File: src/rtl/deserializer.sv
// rtl/deserializer.sv - MSB-first serial-to-parallel word assembler with runt drop
//
// Collects a serial bit stream into WIDTH-bit words, MSB first. A full word is
// emitted every WIDTH valid bits. When a burst ends early, the bits collected so
// far are emitted as a left-aligned partial word with its bit count. Tails shorter
// than MIN_LEN are discarded and flagged on drop_o instead.
//
// Ports:
//   clk_i             clock
//   srst_i            asynchronous active-high reset
//   ser_data_i        serial data bit, MSB of each word first
//   ser_data_val_i    qualifies ser_data_i; a burst is a contiguous run of valid cycles
//   deser_data_o      assembled word, left-aligned, unused low bits zero
//   deser_data_mod_o  number of valid bits, 0 meaning a full WIDTH-bit word
//   deser_data_val_o  one-cycle pulse qualifying deser_data_o / deser_data_mod_o
//   drop_o            one-cycle pulse: a runt tail of 1..MIN_LEN-1 bits was discarded

module deserializer #(
  parameter int WIDTH   = 16,
  parameter int MOD_W   = $clog2(WIDTH),
  parameter int MIN_LEN = 3
) (
  input  logic             clk_i,
  input  logic             srst_i,
  input  logic             ser_data_i,
  input  logic             ser_data_val_i,
  output logic [WIDTH-1:0] deser_data_o,
  output logic [MOD_W-1:0] deser_data_mod_o,
  output logic             deser_data_val_o,
  output logic             drop_o
);

  localparam logic [MOD_W:0] CNT_LAST = (MOD_W+1)'(WIDTH - 1);
  localparam logic [MOD_W:0] CNT_MIN  = (MOD_W+1)'(MIN_LEN);
  localparam logic [MOD_W:0] CNT_ONE  = (MOD_W+1)'(1);

  logic [WIDTH-1:0] r_sh;
  logic [MOD_W:0]   r_cnt;
  logic [WIDTH-1:0] r_data;
  logic [MOD_W-1:0] r_mod;
  logic             r_val;
  logic             r_drop;

  logic [MOD_W-1:0] w_idx;
  logic [WIDTH-1:0] w_sh_new;

  // WIDTH is a power of two, so WIDTH-1-cnt is the bitwise inverse of the low
  // MOD_W bits of the counter.
  assign w_idx = ~r_cnt[MOD_W-1:0];

  // Shift register with the incoming bit placed at its MSB-first position.
  always_comb begin
    w_sh_new        = r_sh;
    w_sh_new[w_idx] = ser_data_i;
  end

  always_ff @(posedge clk_i or posedge srst_i) begin
    if (srst_i) begin
      r_sh   <= '0;
      r_cnt  <= '0;
      r_data <= '0;
      r_mod  <= '0;
      r_val  <= 1'b0;
      r_drop <= 1'b0;
    end else begin
      r_val  <= 1'b0;
      r_drop <= 1'b0;
      if (ser_data_val_i) begin
        if (r_cnt == CNT_LAST) begin
          // Last bit of a word: emit directly from the updated shift value so
          // long bursts need no idle gap between words.
          r_data <= w_sh_new;
          r_mod  <= '0;
          r_val  <= 1'b1;
          r_cnt  <= '0;
          r_sh   <= '0;
        end else begin
          r_sh  <= w_sh_new;
          r_cnt <= r_cnt + CNT_ONE;
        end
      end else begin
        // Burst end: flush a long enough tail, flag a runt, ignore an empty one.
        if (r_cnt >= CNT_MIN) begin
          r_data <= r_sh;
          r_mod  <= r_cnt[MOD_W-1:0];
          r_val  <= 1'b1;
        end else if (r_cnt != '0) begin
          r_drop <= 1'b1;
        end
        r_cnt <= '0;
        r_sh  <= '0;
      end
    end
  end

  assign deser_data_o     = r_data;
  assign deser_data_mod_o = r_mod;
  assign deser_data_val_o = r_val;
  assign drop_o           = r_drop;

endmodule

File: config.mk
export PLATFORM = sky130hd
export DESIGN_NAME = deserializer
export DESIGN_NICKNAME = d
export VERILOG_FILES = /design/src/rtl/deserializer.sv
export SDC_FILE = /design/constraint.sdc
export NUM_CORES = 1
export LEC_CHECK = 0
export BUFFER_PORTS_ARGS = -buffer_cell sky130_fd_sc_hd__buf_2
export CORE_ASPECT_RATIO = 1.25
export CORE_MARGIN = 5
export CORE_UTILIZATION = 25
export CTS_BUF_LIST = sky130_fd_sc_hd__clkbuf_16
export DETAILED_ROUTE_END_ITERATION = 10
export SKIP_CTS_REPAIR_TIMING = 1
export SLEW_MARGIN = 5
export SYNTH_ARGS = -nofsm -noshare
export SYNTH_HDL_FRONTEND = slang
export SYNTH_SLANG_ARGS = --single-unit
File: constraint.sdc
create_clock -name clk_i -period 2.6 [get_ports clk_i]
set_clock_uncertainty 0.15 [all_clocks]
set_input_delay 0.78 -clock clk_i [delete_from_list [all_inputs] [get_ports clk_i]]
set_output_delay 0.78 -clock clk_i [all_outputs]
set_load 0.01 [all_outputs]
==> out/results.ini, run 1 <==
[status]
status = complete, no violations

[min_path]
worstHoldStart = deser_data_o[0]$_DFFE_PP0P_
whs_path_depth = 1
hold_class = reg2reg
holdPathEnd = deser_data_o[0]$_DFFE_PP0P_

[sta]
drv_slew = 0
min_period_over_period_pct = 82.3
hold_violations = 0
worst_pin_slew_ns = 0.547
finalSetupTns_ns = 0
period_needed_ns = 2.14
rsz0062_at_grt = no
max-slew-margin-rel_pct = 63.5
setup_viol = 0
fin_hold_ws_ns = 0.354
fmaxAchievable_mhz = 467

[logic_synthesis]
avgSynthCellArea_um2 = 11.9
synth_seq_cells = 43
yosys.area.top_type_share_pct = 47.4
yosysTopAreaCell = dfrtp_1
yosysUniqueCellTypes = 33
synth_area_um2 = 2270
synthCells = 191
syn_nets = 199
yosysSeqAreaShare_pct = 47.4
synth_area_leaders = dfrtp_1, mux2_2, mux2i_1
ys_warn_count = 0

[layout]
final_cell_mix = dfrtp_1, buf_2, mux2_2
area_delta_synth_final_pct = 19.4
drive_gt1_share_pct = 36.1
nNetsFinal = 226
n_fill_cell = 929
final_common_cell = dfrtp_1
diodes = 0

[placement]
finalWeightedCongestion = 0.721
place_hpwl_um = 3170
io_buffers = 25

[worst_setup_path]
critPathCaptureType = flop
crit_arrival_ns = 2.16
crit_fanout = 10
reg2reg_depth = 6
critical_path_class = reg2reg
critPathLaunchType = flop
reg2reg_from = r_cnt[0]$_DFF_PP0_
critPathRequiredTime_ns = 2.62
r2r_end = deser_data_o[1]$_DFFE_PP0P_
regToRegSetupSlack_ns = 0.46

[die]
core_um2 = 9030
start_util_pct = 25.2
rows = 39
die-area_um2 = 11100
fp.dieW_um = 95.2
die_h_um = 117
ios = 26

[global_route]
grt_pass1_vias = 1560
overflow = 0
grt_max_degree = 44
grt_pass1_wl_um = 7880
antenna_found_initial = 0
grtUsageTotal_pct = 9.26

[cts]
clock_latency_ns = 0.29
cts_tree = built
cts_buffer_depth = 2
clkTransAtPathRegs_ns = 0.06
numCtsBuffers = 5
cts.sinks = 43
clock-root-buffer = clkbuf_16
htree_num_levels = 2

[pwr]
p_total_uw = 1650
peakVddDrop_mv = 0.219
powerDensity_nw_per_um2 = 609
leakage_uw = 0.00136

[drt]
vias = 1517
vias_per_cell = 4.44
drc_errors = 0
drt_iter0_drc = 73
routedWlPerCell_um = 13.8
wl_um = 4720
drt-pass1-iter-count = 4
postRouteAntennaNets = 0

[flow_run]
cap_violations = 0

-- critical path, cell delays in order (launching register included) --
cell	delay [ns]
dfrtp_1	0.45
ha_1	0.30
buf_4	0.19
nor4_4	0.35
a22oi_4	0.08
buf_4	0.20
mux2_4	0.31
-- final cells by class --
type                    instances  area, um2  area share, %
multi-input cells             127       1090           40.1
repair buffers                 37        215           7.93
clock buffers                   5        125           4.61
flip-flops and latches         43       1080           39.7
well taps                     123        154           5.67
clock inverters                 3       38.8           1.43
inverters                       4       15.0          0.554
-- flip-flops by register name, summed over array words and instances, names as in the netlist --
name              flops
deser_data_mod_o      4
deser_data_o         16
deser_data_val_o      1
drop_o                1
r_cnt                 5
r_sh                 16
-- cell usage after synthesis --
master    number
buf_6          2
nor4bb_1       3
clkbuf_2       1
nand4b_1       9
nand3b_1       8
a31oi_1        2
a21oi_1        2
buf_4          1
nor2_1        17
a22oi_4        1
and2_2         1
xor2_1         2
mux2_2        21
nand4_1        4
o21ai_0        2
and3_1         1
o311ai_0       2
inv_1          4
buf_2          6
a21boi_0       1
or2_2          1
ha_1           4
nor3b_1        4
nand2_1        5
nand3_1        9
mux2_4         9
nand4b_2       1
and2_1         2
clkbuf_1       6
nor4_4         1
dfrtp_1       43
buf_1          1
mux2i_1       15
-- per-layer routing --
layer / vias to the layer above / wire length, um / GRT usage (%) / share of wire (%)
met2: 30 / 2390 / 15.4 / 51
met1: 746 / 2040 / 11.0 / 43
met4: 0 / 74 / 4.62 / 1.6
li1: 734 / - / - / -
met3: 7 / 214 / 2.51 / 4.5
met5: - / 0 / 0 / 0
-- power breakdown --
group | total, uW | internal, uW | switching, uW
clock network | 697 | 448 | 249
logic | 221 | 97.2 | 124
registers | 735 | 705 | 29.2
-- metrics by stage --
stage	utilization [%]	setup slack, ns	std cells	area [um2]
after global routing	30.0	0.376	342	2710
after floorplan	-	0.479	191	2270
after global placement	28.2	0.340	334	2550
final	30.0	0.461	342	2710
after detailed placement	28.2	0.327	334	2550
after CTS	30.0	0.442	342	2710
-- how the worst max path moves through the flow --
stage	cells after the start	end	start	slack, ns
after CTS	6	deser_data_o[1]$_DFFE_PP0P_	r_cnt[0]$_DFF_PP0_	0.44
after global routing	5	deser_data_o[4]$_DFFE_PP0P_	r_cnt[0]$_DFF_PP0_	0.38
after detailed placement	4	deser_data_o[14]$_DFFE_PP0P_	ser_data_val_i	0.33
final	6	deser_data_o[1]$_DFFE_PP0P_	r_cnt[0]$_DFF_PP0_	0.46
after global placement	4	deser_data_o[14]$_DFFE_PP0P_	ser_data_val_i	0.34
after floorplan	4	deser_data_o[13]$_DFFE_PP0P_	ser_data_val_i	0.48
-- logic make-up (layout without fill, tap and decap cells) --
logic type	after synthesis	count (layout)	synth area share [%]
mux	45	45	23.0
xor+xnor	2	2	0.771
flops	43	43	47.4
fa+ha+maj	4	4	2.20
simple gates	66	66	18.5
compound gates	10	10	3.47
buf+inv	21	49	4.68
Note: power is estimated with default switching activity, not from simulation.
==> run 2, diff against run 1 <==
==> constraint.sdc (replaced) <==
create_clock -name clk_i -period 2.1 [get_ports clk_i]
set_clock_uncertainty 0.15 [all_clocks]
set_input_delay 0.63 -clock clk_i [delete_from_list [all_inputs] [get_ports clk_i]]
set_output_delay 0.63 -clock clk_i [all_outputs]
set_load 0.01 [all_outputs]
==> run 2 against run 1 <==
  * Hold slack got worse by 0.14 ns
  * Sequential share of layout area decreased by 1.2 points
  * Critical path depth decreased by 2
  * Clock-buffer cell count unchanged
  * Clock power increased by 1%
  * Total power increased by 16%
  * Critical path type unchanged
  * Largest cell class unchanged
  * Largest power group unchanged
==> out/results.ini, run 2 (synthesis results as in run 1) <==
[cts]
htree_num_levels = 2  ; unchanged
clock-root-buffer = clkbuf_16
cts.sinks = 43  ; unchanged
clkTransAtPathRegs_ns = 0.05  ; about the same
cts_buffer_depth = 2  ; unchanged
cts_tree = built
numCtsBuffers = 5  ; unchanged
clock_latency_ns = 0.28  ; about the same

[worst_setup_path]
critical_path_class = reg2reg
crit_arrival_ns = 1.99  ; -0.17 ns
reg2reg_from = r_cnt[2]$_DFF_PP0_
max_stage_delay_ns = 0.67  ; +0.22 ns
critPathSlowestCell = dfrtp_1
critPathRequiredTime_ns = 2.11  ; -0.51 ns
crit_chain = nand4b_2 -> a22oi_4 -> buf_12 -> mux2_2
critPathCaptureType = flop
crit_fanout = 12  ; +2
crit_path_start = r_cnt[2]$_DFF_PP0_
critPathLaunchType = flop

[layout]
final_cells = 352  ; +2.9%
diodes = 0  ; unchanged
seq_area_um2 = 1080  ; unchanged
n_fill_cell = 932  ; +0.32%
final_common_cell = dfrtp_1
multi_input_area_um2 = 1090  ; +0.23%
drive_gt1_share_pct = 39.3  ; +3.2 points
nNetsFinal = 238  ; +5.3%
area_delta_synth_final_pct = 23.1
fin_area_um2 = 2800  ; +3.0%
final_cell_mix = dfrtp_1, buf_2, buf_4
fin_util_pct = 31.0  ; +0.91 points

[sta]
drv_slew = 0  ; unchanged
setup_viol = 0  ; unchanged
max-slew-margin-rel_pct = 64.4  ; +0.92 points
min_period_over_period_pct = 94.5  ; +12 points
worst_pin_slew_ns = 0.534  ; -0.0139 ns
fmaxAchievable_mhz = 504  ; +7.8%
rsz0062_at_grt = no
hold_violations = 0  ; unchanged
fin_hold_ws_ns = 0.218  ; -0.136 ns
finalSetupTns_ns = 0  ; unchanged
period_needed_ns = 1.98  ; -0.155 ns

[placement]
place_hpwl_um = 3460  ; +9.3%
io_buffers = 25  ; unchanged
finalWeightedCongestion = 0.763  ; +5.8%
placedCellCount = 346  ; +3.6%
place_area_um2 = 2660  ; +4.5%

[drt]
vias = 1561  ; +2.9%
drt-pass1-iter-count = 4  ; unchanged
drt_iter0_drc = 73  ; unchanged
postRouteAntennaNets = 0  ; unchanged
wl_um = 4900  ; +3.8%
drc_errors = 0  ; unchanged
vias_per_cell = 4.43  ; about the same
routedWlPerCell_um = 13.9  ; +0.80%

[global_route]
grt_pass1_vias = 1660  ; +6.4%
overflow = 0  ; unchanged
grt_max_degree = 44  ; unchanged
antenna_found_initial = 0  ; unchanged
grtUsageTotal_pct = 9.52  ; +0.26 points
grt_pass1_wl_um = 8290  ; +5.2%

[status]
status = complete, no violations

[die]
die-area_um2 = 11100  ; unchanged
core_um2 = 9030  ; unchanged
die_h_um = 117  ; unchanged
ios = 26  ; unchanged
fp.dieW_um = 95.2  ; unchanged
start_util_pct = 25.2  ; unchanged
rows = 39  ; unchanged

[pwr]
leakage_uw = 0.00141  ; +3.8%
powerDensity_nw_per_um2 = 685  ; +12%
peakVddDrop_mv = 0.243  ; +11%

[flow_run]
cap_violations = 0  ; unchanged

[min_path]
hold_class = in2async

## run 2: path summary, 6_finish.rpt
kind	end	slack, ns	depth (start not counted)
setup reg to reg	deser_data_o[5]$_DFFE_PP0P_	0.12	4
hold / removal	r_sh[12]$_DFF_PP0_	0.22	3
min in group clk_i	deser_data_o[9]$_DFFE_PP0P_	0.36	1
setup / recovery	deser_data_o[5]$_DFFE_PP0P_	0.12	4
max in group asynchronous	r_cnt[3]$_DFF_PP0_	1.35	3
hold reg to reg	deser_data_o[9]$_DFFE_PP0P_	0.36	1
## run 2: metal layers
metal	up-vias	global-route usage, %	part of all wire [%]
met4	0	4.33	2.1
met2	23	16.6	52
met5	-	0	0
met3	11	2.00	3.8
met1	772	11.1	43
li1	755	-	-
## run 2: power by group
part           internal, uW  switching, uW
combinational           143            156
clock                   422            282
sequential              874           37.6
## run 2: worst max-delay path: cells and delay by family, from the launching register on
family                 cells  cell delay (ns)
and+or+nand+nor            1             0.23
AOI/OAI and AO/OA          1             0.28
DFF                        1             0.67
muxes                      1             0.34
buffers and inverters      1             0.19
## run 2: metrics by stage
stage | power (uW) | setup slack [ns]
6_report | 1910 | 0.116
5_1_grt | 2010 | 0.0345
4_1_cts | 1950 | 0.0591
3_5_place_dp | 1230 | 0.0597
3_3_place_gp | 1230 | 0.0677
2_1_floorplan | 1110 | 0.0125
## run 2: final cells by class
class	count	area share, %
clock buffers	5	4.48
clock inverters	1	0.134
inverters	4	0.537
multi-input cells	127	39.0
flip-flops and latches	43	38.5
well taps	123	5.51
repair buffers	49	11.8
